File: src/rtl/refresh_pkg.sv
// Shared types and width helpers for the multi-bank refresh scheduler.
package refresh_pkg;

   typedef enum logic [1:0] {
      IDLE,
      REQ,
      BUSY
   } sched_state_t;

   // Bank index width; a single bank still gets a 1-bit index.
   function automatic int bank_w(input int num_banks);
      return (num_banks > 1) ? $clog2(num_banks) : 1;
   endfunction

   // Credit counter width; must hold MAX_POSTPONE+1.
   function automatic int pend_w(input int max_postpone);
      return $clog2(max_postpone + 2);
   endfunction

endpackage

File: src/rtl/refresh_bank_timer.sv
// Per-bank retention timer with a saturating refresh-credit counter.
// A credit is earned each time the timer wraps and consumed by 'dec'.
module refresh_bank_timer
   import refresh_pkg::*;
#(
   parameter int INTERVAL     = 5000,
   parameter int MAX_POSTPONE = 3,
   parameter int OFFSET       = 0,
   localparam int PEND_W      = pend_w(MAX_POSTPONE)
) (
   input  logic              clk,
   input  logic              rst,
   input  logic              dec,
   output logic [PEND_W-1:0] pending,
   output logic              urgent,
   output logic              overflow_err
);

   localparam int CNT_W    = $clog2(INTERVAL);
   localparam int PEND_MAX = MAX_POSTPONE + 1;

   logic [CNT_W-1:0] cnt;
   logic             wrap;

   assign wrap   = (cnt == CNT_W'(INTERVAL - 1));
   assign urgent = (pending == PEND_W'(PEND_MAX));

   // Free-running timer plus credit accounting; a wrap and a decrement
   // on the same edge cancel, so overflow only happens without a decrement.
   // NOTE: state registers use non-blocking assignments so every flop samples
   // pre-edge values regardless of statement order.
   always_ff @(posedge clk or posedge rst) begin
      if (rst) begin
         cnt          <= CNT_W'(OFFSET);
         pending      <= '0;
         overflow_err <= 1'b0;
      end else begin
         cnt <= wrap ? '0 : cnt + 1'b1;
         if (wrap && !dec) begin
            if (urgent) overflow_err <= 1'b1;
            else        pending      <= pending + 1'b1;
         end else if (dec && !wrap) begin
            pending <= pending - 1'b1;
         end
      end
   end

endmodule

File: src/rtl/refresh_scheduler.sv
// Multi-bank refresh scheduler: per-bank credit timers, round-robin
// selection from rr_ptr, and a req/ack/done handshake to the command path.
// Urgent banks (credit limit reached) bypass refresh_enable and bank_busy.
module refresh_scheduler
   import refresh_pkg::*;
#(
   parameter int NUM_BANKS    = 4,
   parameter int INTERVAL     = 5000,
   parameter int MAX_POSTPONE = 3,
   parameter int STAGGER      = 1,
   localparam int BANK_W      = bank_w(NUM_BANKS),
   localparam int PEND_W      = pend_w(MAX_POSTPONE)
) (
   input  logic                 clk,
   input  logic                 rst,
   input  logic                 refresh_enable,
   input  logic [NUM_BANKS-1:0] bank_busy,
   input  logic                 ref_ack,
   input  logic                 ref_done,
   output logic                 ref_req,
   output logic [BANK_W-1:0]    ref_bank,
   output logic                 ref_urgent,
   output logic                 sched_busy,
   output logic                 pending_any,
   output logic [NUM_BANKS-1:0] overflow_err
);

   sched_state_t         state;
   logic [BANK_W-1:0]    rr_ptr;
   logic [BANK_W-1:0]    rr_next;
   logic [PEND_W-1:0]    pending [NUM_BANKS];
   logic [NUM_BANKS-1:0] urgent;
   logic [NUM_BANKS-1:0] has_credit;
   logic [NUM_BANKS-1:0] dec;
   logic                 urg_found;
   logic                 norm_found;
   logic [BANK_W-1:0]    urg_sel;
   logic [BANK_W-1:0]    norm_sel;

   for (genvar b = 0; b < NUM_BANKS; b++) begin : g_bank
      localparam int OFFSET = (STAGGER != 0) ? b * (INTERVAL / NUM_BANKS) : 0;

      assign dec[b]        = (state == REQ) && ref_ack && (ref_bank == BANK_W'(b));
      assign has_credit[b] = (pending[b] != '0);

      refresh_bank_timer #(
         .INTERVAL     (INTERVAL),
         .MAX_POSTPONE (MAX_POSTPONE),
         .OFFSET       (OFFSET)
      ) u_timer (
         .clk          (clk),
         .rst          (rst),
         .dec          (dec[b]),
         .pending      (pending[b]),
         .urgent       (urgent[b]),
         .overflow_err (overflow_err[b])
      );
   end

   assign pending_any = |has_credit;
   assign rr_next     = (ref_bank == BANK_W'(NUM_BANKS - 1)) ? '0 : ref_bank + 1'b1;

   // First urgent / first eligible bank at or after rr_ptr; scanning from the
   // far end and overwriting leaves the closest match to rr_ptr.
   // NOTE: every always_comb output gets a default first, so no path can infer a latch.
   always_comb begin
      logic [BANK_W-1:0] idx;
      idx        = '0;
      urg_found  = 1'b0;
      norm_found = 1'b0;
      urg_sel    = '0;
      norm_sel   = '0;
      for (int i = NUM_BANKS - 1; i >= 0; i--) begin
         idx = BANK_W'((int'(rr_ptr) + i) % NUM_BANKS);
         if (urgent[idx]) begin
            urg_found = 1'b1;
            urg_sel   = idx;
         end
         if (has_credit[idx] && !bank_busy[idx]) begin
            norm_found = 1'b1;
            norm_sel   = idx;
         end
      end
   end

   // Handshake FSM with registered request outputs and round-robin pointer.
   always_ff @(posedge clk or posedge rst) begin
      if (rst) begin
         state      <= IDLE;
         rr_ptr     <= '0;
         ref_req    <= 1'b0;
         ref_bank   <= '0;
         ref_urgent <= 1'b0;
         sched_busy <= 1'b0;
      end else begin
         case (state)
            IDLE: begin
               if (urg_found) begin
                  state      <= REQ;
                  ref_req    <= 1'b1;
                  sched_busy <= 1'b1;
                  ref_bank   <= urg_sel;
                  ref_urgent <= 1'b1;
               end else if (refresh_enable && norm_found) begin
                  state      <= REQ;
                  ref_req    <= 1'b1;
                  sched_busy <= 1'b1;
                  ref_bank   <= norm_sel;
                  ref_urgent <= 1'b0;
               end
            end
            REQ: begin
               if (ref_ack) begin
                  state   <= BUSY;
                  ref_req <= 1'b0;
               end
            end
            BUSY: begin
               if (ref_done) begin
                  state      <= IDLE;
                  sched_busy <= 1'b0;
                  rr_ptr     <= rr_next;
               end
            end
            default: state <= IDLE;
         endcase
      end
   end

endmodule

File: config.mk
export PLATFORM = sky130hd
export DESIGN_NAME = refresh_scheduler
export DESIGN_NICKNAME = d
export VERILOG_FILES = /design/src/rtl/refresh_pkg.sv /design/src/rtl/refresh_bank_timer.sv /design/src/rtl/refresh_scheduler.sv
export SDC_FILE = /design/constraint.sdc
export NUM_CORES = 1
export LEC_CHECK = 0
export CORE_AREA = 2 2 61 120
export CTS_CLUSTER_DIAMETER = 80
export DETAILED_ROUTE_END_ITERATION = 12
export DIE_AREA = 0 0 63 122
export HOLD_SLACK_MARGIN = 0.15
export MAX_ROUTING_LAYER = met4
export PLACE_DENSITY = 0.8
export SETUP_SLACK_MARGIN = 0.15
export SLEW_MARGIN = 25
export SYNTH_ARGS = -nofsm -noshare
export SYNTH_HDL_FRONTEND = slang
export SYNTH_SLANG_ARGS = --single-unit
File: constraint.sdc
create_clock -name clk -period 3.64 [get_ports clk]
set_clock_uncertainty 0.2 [all_clocks]
set_input_delay 0.728 -clock clk [delete_from_list [all_inputs] [get_ports clk]]
set_output_delay 0.728 -clock clk [all_outputs]
set_load 0.05 [all_outputs]
# Yosys cells after proc, flatten, opt, wreduce, memory -nomap -nowiden
# Cells that the tools add are included.
[totals]
inputBits = 9
register_bits = 77
wordCells = 187
output_inout_bits = 10
[classes]
n_mux = 72
n_reduce_logical = 57
magnitude_cmp = 4
n_addsub = 16
eq_ne = 20
[ops]
columns = ["op", "n"]
rows = [
  ["13-bit by 1-bit adder with 13-bit output (second input constant)", 4],
  ["13-bit == test (second input constant)", 4],
  ["13-bit two-way mux", 4],
  ["3-bit two-way mux", 12],
  ["2-bit two-way mux", 15],
  ["1-bit two-way mux", 26],
  ["1-bit binary-select mux with 2-bit select", 12],
  ["2-bit AND reduction", 10],
  ["1-bit logical AND", 18],
  ["2-bit nonzero test", 7],
  ["3-bit by 1-bit adder with 3-bit output (second input constant)", 4],
  ["3-bit == test (second input constant)", 4],
  ["1-bit zero test", 12],
  ["2-bit by 3-bit < comparator with 1-bit output (second input constant)", 4],
  ["2-bit != test (second input constant)", 6],
  ["3-bit nonzero test", 4],
  ["3-bit by 1-bit subtractor with 3-bit output (second input constant)", 4],
  ["3-bit AND reduction", 3],
  ["2-bit == test (second input constant)", 3],
  ["2-bit one-hot mux with 3 select lines", 1],
  ["2-bit by 1-bit adder with 2-bit output (second input constant)", 2],
  ["2-bit adder (second input constant)", 2],
  ["2-bit by 1-bit == test with 1-bit output (second input constant)", 2],
  ["2-bit zero test", 2],
  ["3 further kinds", 4],
]

# Longest topological paths before layout
# Gate-level depths: netlist of run 1.
[depth]
ltp_word = 13
depth_mapped = 9

# Modules after synthesis
# From an unflattened synthesis of run 1, not the netlist that was laid out.
[hier_totals]
cells_unflattened = 389
hier_area_um2 = 4176.5
[modules_own_cells]
columns = ["module", "n_inst", "area_each_um2", "cells_each"]
rows = [
  ["refresh_bank_timer at g_bank[1].u_timer ...", 2, 862.1, 75],
  ["refresh_bank_timer at g_bank[3].u_timer", 1, 877.1, 78],
  ["refresh_bank_timer at g_bank[0].u_timer", 1, 855.8, 75],
  ["refresh_scheduler", 1, 719.4, 86],
]

# Worst setup path after synthesis of run 1
# Ideal clock, no wire load.
[synth_timing]
kind = "flip-flop to flip-flop"
start = "register g_bank[3].u_timer.cnt[4]"
end = "register g_bank[3].u_timer.pending[2]"
slack_ps = 1102
stages_incl_launch_ff = 7
required_time_ps = 3361
arrival_ps = 2259
synth_period_minus_slack_ps = 2538
setup_time_ps = 79
path_buffers = 0
path_cell_list = "dfrtp_1 > or4_4 > nor4_4 > nand2_2 > fa_1 > o22ai_1 > xor2_1"
[synth_between]
elab_chain_len = 5
word_cells_on_any_way = 8
classes_between = "2 x eq/ne; 1 x mux; 5 x reduce/logical"
[synth_lines]
columns = ["element", "line_no", "text"]
rows = [
  ["start: declaration", "refresh_bank_timer.sv:22", "logic [CNT_W-1:0] cnt;"],
  ["start signal: assignment", "refresh_bank_timer.sv:34", "cnt <= CNT_W'(OFFSET);"],
  ["start signal: assignment", "refresh_bank_timer.sv:38", "cnt <= wrap ? '0 : cnt + 1'b1;"],
  ["13-bit == test *", "refresh_bank_timer.sv:25", "assign wrap = (cnt == CNT_W'(INTERVAL - 1));"],
  ["1-bit zero test", "refresh_bank_timer.sv:42", "end else if (dec && !wrap) begin"],
  ["1-bit logical AND", "refresh_bank_timer.sv:42", ""],
  ["2-bit nonzero test (no line)", "-", ""],
  ["2-bit AND reduction (no line)", "-", ""],
  ["end signal: assignment", "refresh_bank_timer.sv:41", "else pending <= pending + 1'b1;"],
  ["end signal: assignment", "refresh_bank_timer.sv:43", "pending <= pending - 1'b1;"],
  ["end: declaration", "refresh_bank_timer.sv:14", "output logic [PEND_W-1:0] pending,"],
]
# Every way passes the cells marked *; elsewhere a longest branch is shown, timed or not.
# A chain may end at the register's enable or synchronous reset.

# Worst setup path after layout of run 1
[layout_timing]
start = "register g_bank[1].u_timer.pending[0]"
end = "output port pending_any"
[layout_between]
elab_chain_len = 2
[layout_lines]
columns = ["element", "line_no", "text"]
rows = [
  ["start: declaration", "refresh_bank_timer.sv:14", ""],
  ["start signal: assignment", "refresh_bank_timer.sv:41", ""],
  ["start signal: assignment", "refresh_bank_timer.sv:43", ""],
  ["3-bit nonzero test", "refresh_scheduler.sv:44", "assign has_credit[b] = (pending[b] != '0);"],
  ["4-bit OR reduction", "refresh_scheduler.sv:60", "assign pending_any = |has_credit;"],
  ["end: declaration", "refresh_scheduler.sv:24", "output logic pending_any,"],
]
# No other way between the ends.

==> flow_summary.toml, run 1 <==
[die]
fp.dieArea_sq_um = 7690
core-area_sq_um = 6830
start_util = 0.578
die_w_um = 63
num_io_pins = 19
fp.dieH_um = 122
rows = 43

[drt]
drcViolationCount = 0
routed_wl_um = 7510
ant_nets = 0
initialDrtViolationCount = 264
detail_route.vias_per_cell = 5.84
first_pass_iters = 5
wl_per_cell_um = 15.4
vias = 2842

[clock_tree]
postCtsHoldBufs = 0
cts_resized = 0
cts_setup_buffers = 0
cts_sinks = 77
htree_levels = 3
clk_root_buffer_cell = "clkbuf_16"
cts_tree = "built"
cts_buffer_depth = 2
clk_pin_slew_ns = 0.06
clk_latency_ns = 0.34
cts_buffers = 9

[logic_synthesis]
syn_inst = 372
syn_nets = 393
synth_top_area_cell = "dfrtp_1"
yosysTopAreaCellShare = 0.380
synth.distinct_cells = 57
dominantRegCellSynth = "dfrtp_1"
synthTopCellsByArea = "dfrtp_1, dfstp_2, xor2_1"
yosysSeqAreaShare = 0.493
async_flop_share = 1.00
synth_seq_cells = 77
avgSynthCellArea_sq_um = 10.6
yosys_warnings = 0
syn_area_sq_um = 3950
synth_edf_count = 0

[global_routing]
track_usage = 0.224
met2_usage = 0.354
met1_usage = 0.283
first_global_vias = 2853
antenna_found_initial = 0
grtUsageMet3 = 0.0360
grt_max_degree = 52
grt.busiest_layer = "met2"
grt-ovfl-total = 0
grt_pass1_wl_um = 13200

[hold_path]
hp-class = "reg -> reg"

[timing]
grt_setup_unrepaired = "no"
fin_crit_sh = 0.877
slew_headroom = 0.552
setup_tns_ns = 0
fmax_ghz = 0.313
finalSetupViolCount = 0
hold_viol = 0
finalMaxSlewViolations = 0
worst_pin_slew_ns = 0.667
layout_min_cycle_time_ns = 3.19
finalWorstSetupSlack_ns = 0.446
whs_ns = 0.263

[layout]
finalInstanceArea_sq_um = 4470
final_common_cell = "dfrtp_1"
nFillCells = 557
diodes = 0
syn_to_final_growth_pct = 13.3
final_cell_mix = "dfrtp_1, nor2_1, nand2_1, xor2_1, nand3_1"
drive_gt1_frac = 0.134
nNetsFinal = 413

[critical_path]
critical_path.startpoint = "g_bank[1].u_timer.pending[0]"
r2r-end = "g_bank[3].u_timer.pending[1]"
crit_chain = "nor3_1 > nand4_1 > clkdlybuf4s50_1"
crit_path_end = "pending_any"
worst-path-stages = 3
cp.arrival_ns = 2.27
crit_path_start_kind = "flip-flop"
path_class = "reg -> out"
end_kind = "output port"
cpPeakStageDelay_ns = 0.74
reg2reg_slack_ns = 0.90
critical_path.top_delay_family = "simple AND/OR/NAND/NOR gates"
rr_startpoint = "g_bank[3].u_timer.cnt[4]"
rr_worst_depth = 5
cp_max_fo = 6
worst_ep_required_time_ns = 2.71
crit_path_top_delay_cell = "clkdlybuf4s50_1"
path_buf_inv = 1

[placement]
portBuffers = 18
placed_cell_area_sq_um = 4210
routabilityCongestion = 0.872
dp_hpwl_um = 5310
dp_slack_ns = 0.798

[power]
p_leak_nw = 1.89
power_frac_comb = 0.273
p_seq_frac = 0.429
power_frac_clock = 0.298
vdd_ir_drop_max_uv = 570
netSwitchingFraction = 0.340
p_sw_w = 0.000910
p_int_w = 0.00177
power_density_nw_per_um2 = 598

[outcome]
outcome = "complete, no violations"

[flow_run]
max-cap-violations = 0
==> state kept, by name, indices dropped and copies added, names as in the netlist <==
name	count
g_bank.u_timer.cnt	52
state	2
ref_req	1
g_bank.u_timer.overflow_err	4
ref_urgent	1
ref_bank	2
sched_busy	1
rr_ptr	2
g_bank.u_timer.pending	12
==> cells by family after synthesis <==
kind of cell    after synthesis  share of synthesized area
compound gates               35                     0.0615
fa+ha+maj                    12                     0.0456
mux                           6                     0.0190
flops                        77                      0.493
buf+inv                      16                     0.0190
simple gates                174                      0.246
xor+xnor                     52                      0.115
==> power groups by stage <==
stage	Combinational [W]	Clock [W]	Sequential [W]
after floorplan	0.000477	0	0.00118
final	0.000730	0.000799	0.00115
after CTS	0.000730	0.000819	0.00114
after global placement	0.000675	0	0.00114
after global routing	0.000810	0.000852	0.00117
after detailed placement	0.000720	0	0.00115
==> cells in the mapped netlist (2+ instances only) <==
cell	n
nand4_1	14
nand3b_1	2
mux2_2	4
nor4bb_1	3
nor3b_1	6
nor2b_1	2
fa_1	4
nor3_1	10
or3_1	3
nor2_1	38
o21ai_0	7
and2_1	4
ha_1	8
xor2_1	32
dfstp_2	17
o21bai_1	5
mux2_4	2
and3_1	8
nand2_1	32
inv_1	6
o32ai_1	2
clkbuf_1	6
a21oi_1	4
nand2b_1	2
a2bb2oi_1	2
dfrtp_1	60
nand3_1	25
or2_1	2
o31ai_1	2
o22ai_1	3
or3b_2	5
nand2_2	2
buf_4	4
xnor2_1	20
nor4_4	2
and4_1	3
==> metal layers <==
metal,routed length [um],up-vias
met5,0,-
met4,161,0
met3,275,15
met2,3690,71
met1,3380,1405
li1,-,1351
==> cell type report <==
cell class | count | area (sq um) | share of cell area
tap | 90 | 113 | 0.0252
clock buffer | 14 | 254 | 0.0568
multi-input combinational | 279 | 1930 | 0.431
timing repair buffer | 19 | 200 | 0.0447
sequential | 77 | 1950 | 0.435
inverter | 6 | 22.5 | 0.00503
clock inverter | 2 | 10.0 | 0.00224
==> stage by stage <==
stage	cells	utilization	total power, W
after floorplan	372	-	0.00165
after global placement	471	0.616	0.00181
after detailed placement	471	0.616	0.00187
after CTS	487	0.655	0.00269
after global routing	487	0.655	0.00283
final	487	0.655	0.00268
==> how the worst min path moves through the flow <==
stage,startpoint,to,depth (start not counted)
3_3_place_gp,g_bank[0].u_timer.cnt[0],g_bank[0].u_timer.cnt[0],1
4_1_cts,g_bank[0].u_timer.cnt[0],g_bank[0].u_timer.cnt[0],1
6_report,g_bank[0].u_timer.cnt[0],g_bank[0].u_timer.cnt[0],1
2_1_floorplan,g_bank[0].u_timer.cnt[0],g_bank[0].u_timer.cnt[0],1
5_1_grt,g_bank[0].u_timer.cnt[0],g_bank[0].u_timer.cnt[0],1
3_5_place_dp,g_bank[0].u_timer.cnt[0],g_bank[0].u_timer.cnt[0],1
Note: power is estimated with default switching activity, not from simulation.
==> inputs of run 2 (changes only) <==
- CTS_CLUSTER_SIZE: default -> 14
- TNS_END_PERCENT: default -> 1
==> results of run 2 <==
No change in the layout: final DEF, timing and power equal those of run 1.
==> inputs of run 3 (changes only) <==
- clock period: 3.64 -> 3.6 ns (I/O delays scaled with it)
==> flow_summary.toml, run 3 (same netlist as run 1, synthesis figures left out) <==
[clock_tree]
clk_root_buffer_cell = "clkbuf_16"
htree_levels = 3
clk_latency_ns = 0.34
cts_setup_buffers = 0
cts_sinks = 77
cts_tree = "built"
cts_buffer_depth = 2
postCtsHoldBufs = 0
cts_resized = 0
cts_buffers = 9
clk_pin_slew_ns = 0.06

[placement]
routabilityCongestion = 0.855
dp_slack_ns = 0.724
portBuffers = 18
placed_cell_area_sq_um = 4220
dp_hpwl_um = 5420

[hold_path]
hp-class = "reg -> reg"
min_from = "g_bank[0].u_timer.cnt[0]"

[die]
die_w_um = 63
core-area_sq_um = 6830
fp.dieArea_sq_um = 7690
fp.dieH_um = 122
num_io_pins = 19
rows = 43
start_util = 0.578

[timing]
worst_pin_slew_ns = 0.648
fin_crit_sh = 0.893
finalSetupViolCount = 0
finalMaxSlewViolations = 0
finalWorstSetupSlack_ns = 0.386
grt_setup_unrepaired = "no"
slew_headroom = 0.565
fmax_ghz = 0.311
layout_min_cycle_time_ns = 3.21
hold_viol = 0
setup_tns_ns = 0

[drt]
detail_route.vias_per_cell = 5.83
initialDrtViolationCount = 262
routed_wl_um = 7790
vias = 2847
first_pass_iters = 4
ant_nets = 0
drcViolationCount = 0
wl_per_cell_um = 16.0

[layout]
finalInstanceArea_sq_um = 4530
diodes = 0
post-route-util = 0.663
largest-register = "g_bank.u_timer.cnt"
syn_to_final_growth_pct = 14.7
drive_gt1_frac = 0.146
reg_top3 = "g_bank.u_timer.cnt (52), g_bank.u_timer.pending (12), g_bank.u_timer.overflow_err (4)"
final_common_cell = "dfrtp_1"
largest_reg_flops = 52
nNetsFinal = 414
nFillCells = 542
final_cell_mix = "dfrtp_1, nor2_1, nand2_1, xor2_1, nand3_1"

[power]
power_frac_clock = 0.329
p_sw_w = 0.000943
netSwitchingFraction = 0.335
power_density_nw_per_um2 = 622
p_seq_frac = 0.412
vdd_ir_drop_max_uv = 569
p_leak_nw = 1.91
p_int_w = 0.00187
power_frac_comb = 0.259

[global_routing]
first_global_vias = 2967
grt-ovfl-total = 0
track_usage = 0.237
antenna_found_initial = 0
grt_max_degree = 52
grt_pass1_wl_um = 13800

[critical_path]
worst_ep_required_time_ns = 2.68
cp_max_fo = 6
critical_path.startpoint = "g_bank[1].u_timer.pending[0]"
end_kind = "output port"
cp.arrival_ns = 2.29
crit_path_start_kind = "flip-flop"
rr_startpoint = "g_bank[0].u_timer.cnt[0]"
path_class = "reg -> out"

[flow_run]
max-cap-violations = 0

[outcome]
outcome = "complete, no violations"
==> run 3: cell types whose count changed in the layout (fill, tap and decap cells not counted) <==
cell,delta
clkbuf_1,-4
clkinvlp_4,+2
buf_4,+1
bufinv_16,+1
clkbuf_8,+1
clkinv_2,-1
clkinv_4,+1
==> run 3: stage by stage <==
stage               hold WS [ns]  std cells  total power [W]
floorplan                  0.224        372          0.00167
global placement           0.238        472          0.00183
detailed placement         0.256        472          0.00188
CTS                        0.259        488          0.00283
global route               0.287        488          0.00298
finish                     0.258        488          0.00282
==> run 3: final cells by class <==
type	count	area, sq um	area share
Sequential cell	77	1950	0.430
Clock inverter	5	58.8	0.0130
Clock buffer	11	253	0.0558
Multi-Input combinational cell	279	1930	0.425
Inverter	6	22.5	0.00497
Tap cell	90	113	0.0249
Timing Repair Buffer	20	208	0.0459
==> run 3: worst paths after layout <==
check	endpoint	slack (ns)	cells past startpoint
min in group asynchronous	g_bank[3].u_timer.cnt[3]	0.58	2
max reg2reg	g_bank[0].u_timer.pending[2]	0.77	8
max	pending_any	0.39	3
max in group asynchronous	g_bank[1].u_timer.cnt[1]	1.89	3
min reg2reg	g_bank[0].u_timer.cnt[0]	0.26	1
min	g_bank[0].u_timer.cnt[0]	0.26	1
==> run 3: metal layers <==
metal,vias to the layer above,track usage,wire length [um],part of all wire
met2,71,0.371,3950,0.51
met1,1415,0.293,3350,0.43
met4,0,0.106,171,0.022
met5,-,-,0,0
li1,1347,-,-,-
met3,14,0.0545,312,0.040
==> run 3: worst max-delay path, stage by stage, from the launching register on <==
cell and delay (ns):
dfrtp_1 0.45, nor3_1 0.58, nand4_1 0.18, clkdlybuf4s50_1 0.75
==> run 3: power groups by stage <==
stage               Combinational, W  Sequential (W)  Clock, W
floorplan                   0.000482         0.00119         0
global placement            0.000679         0.00115         0
detailed placement          0.000714         0.00117         0
CTS                         0.000734         0.00116  0.000944
global route                0.000815         0.00118  0.000982
finish                      0.000729         0.00116  0.000928
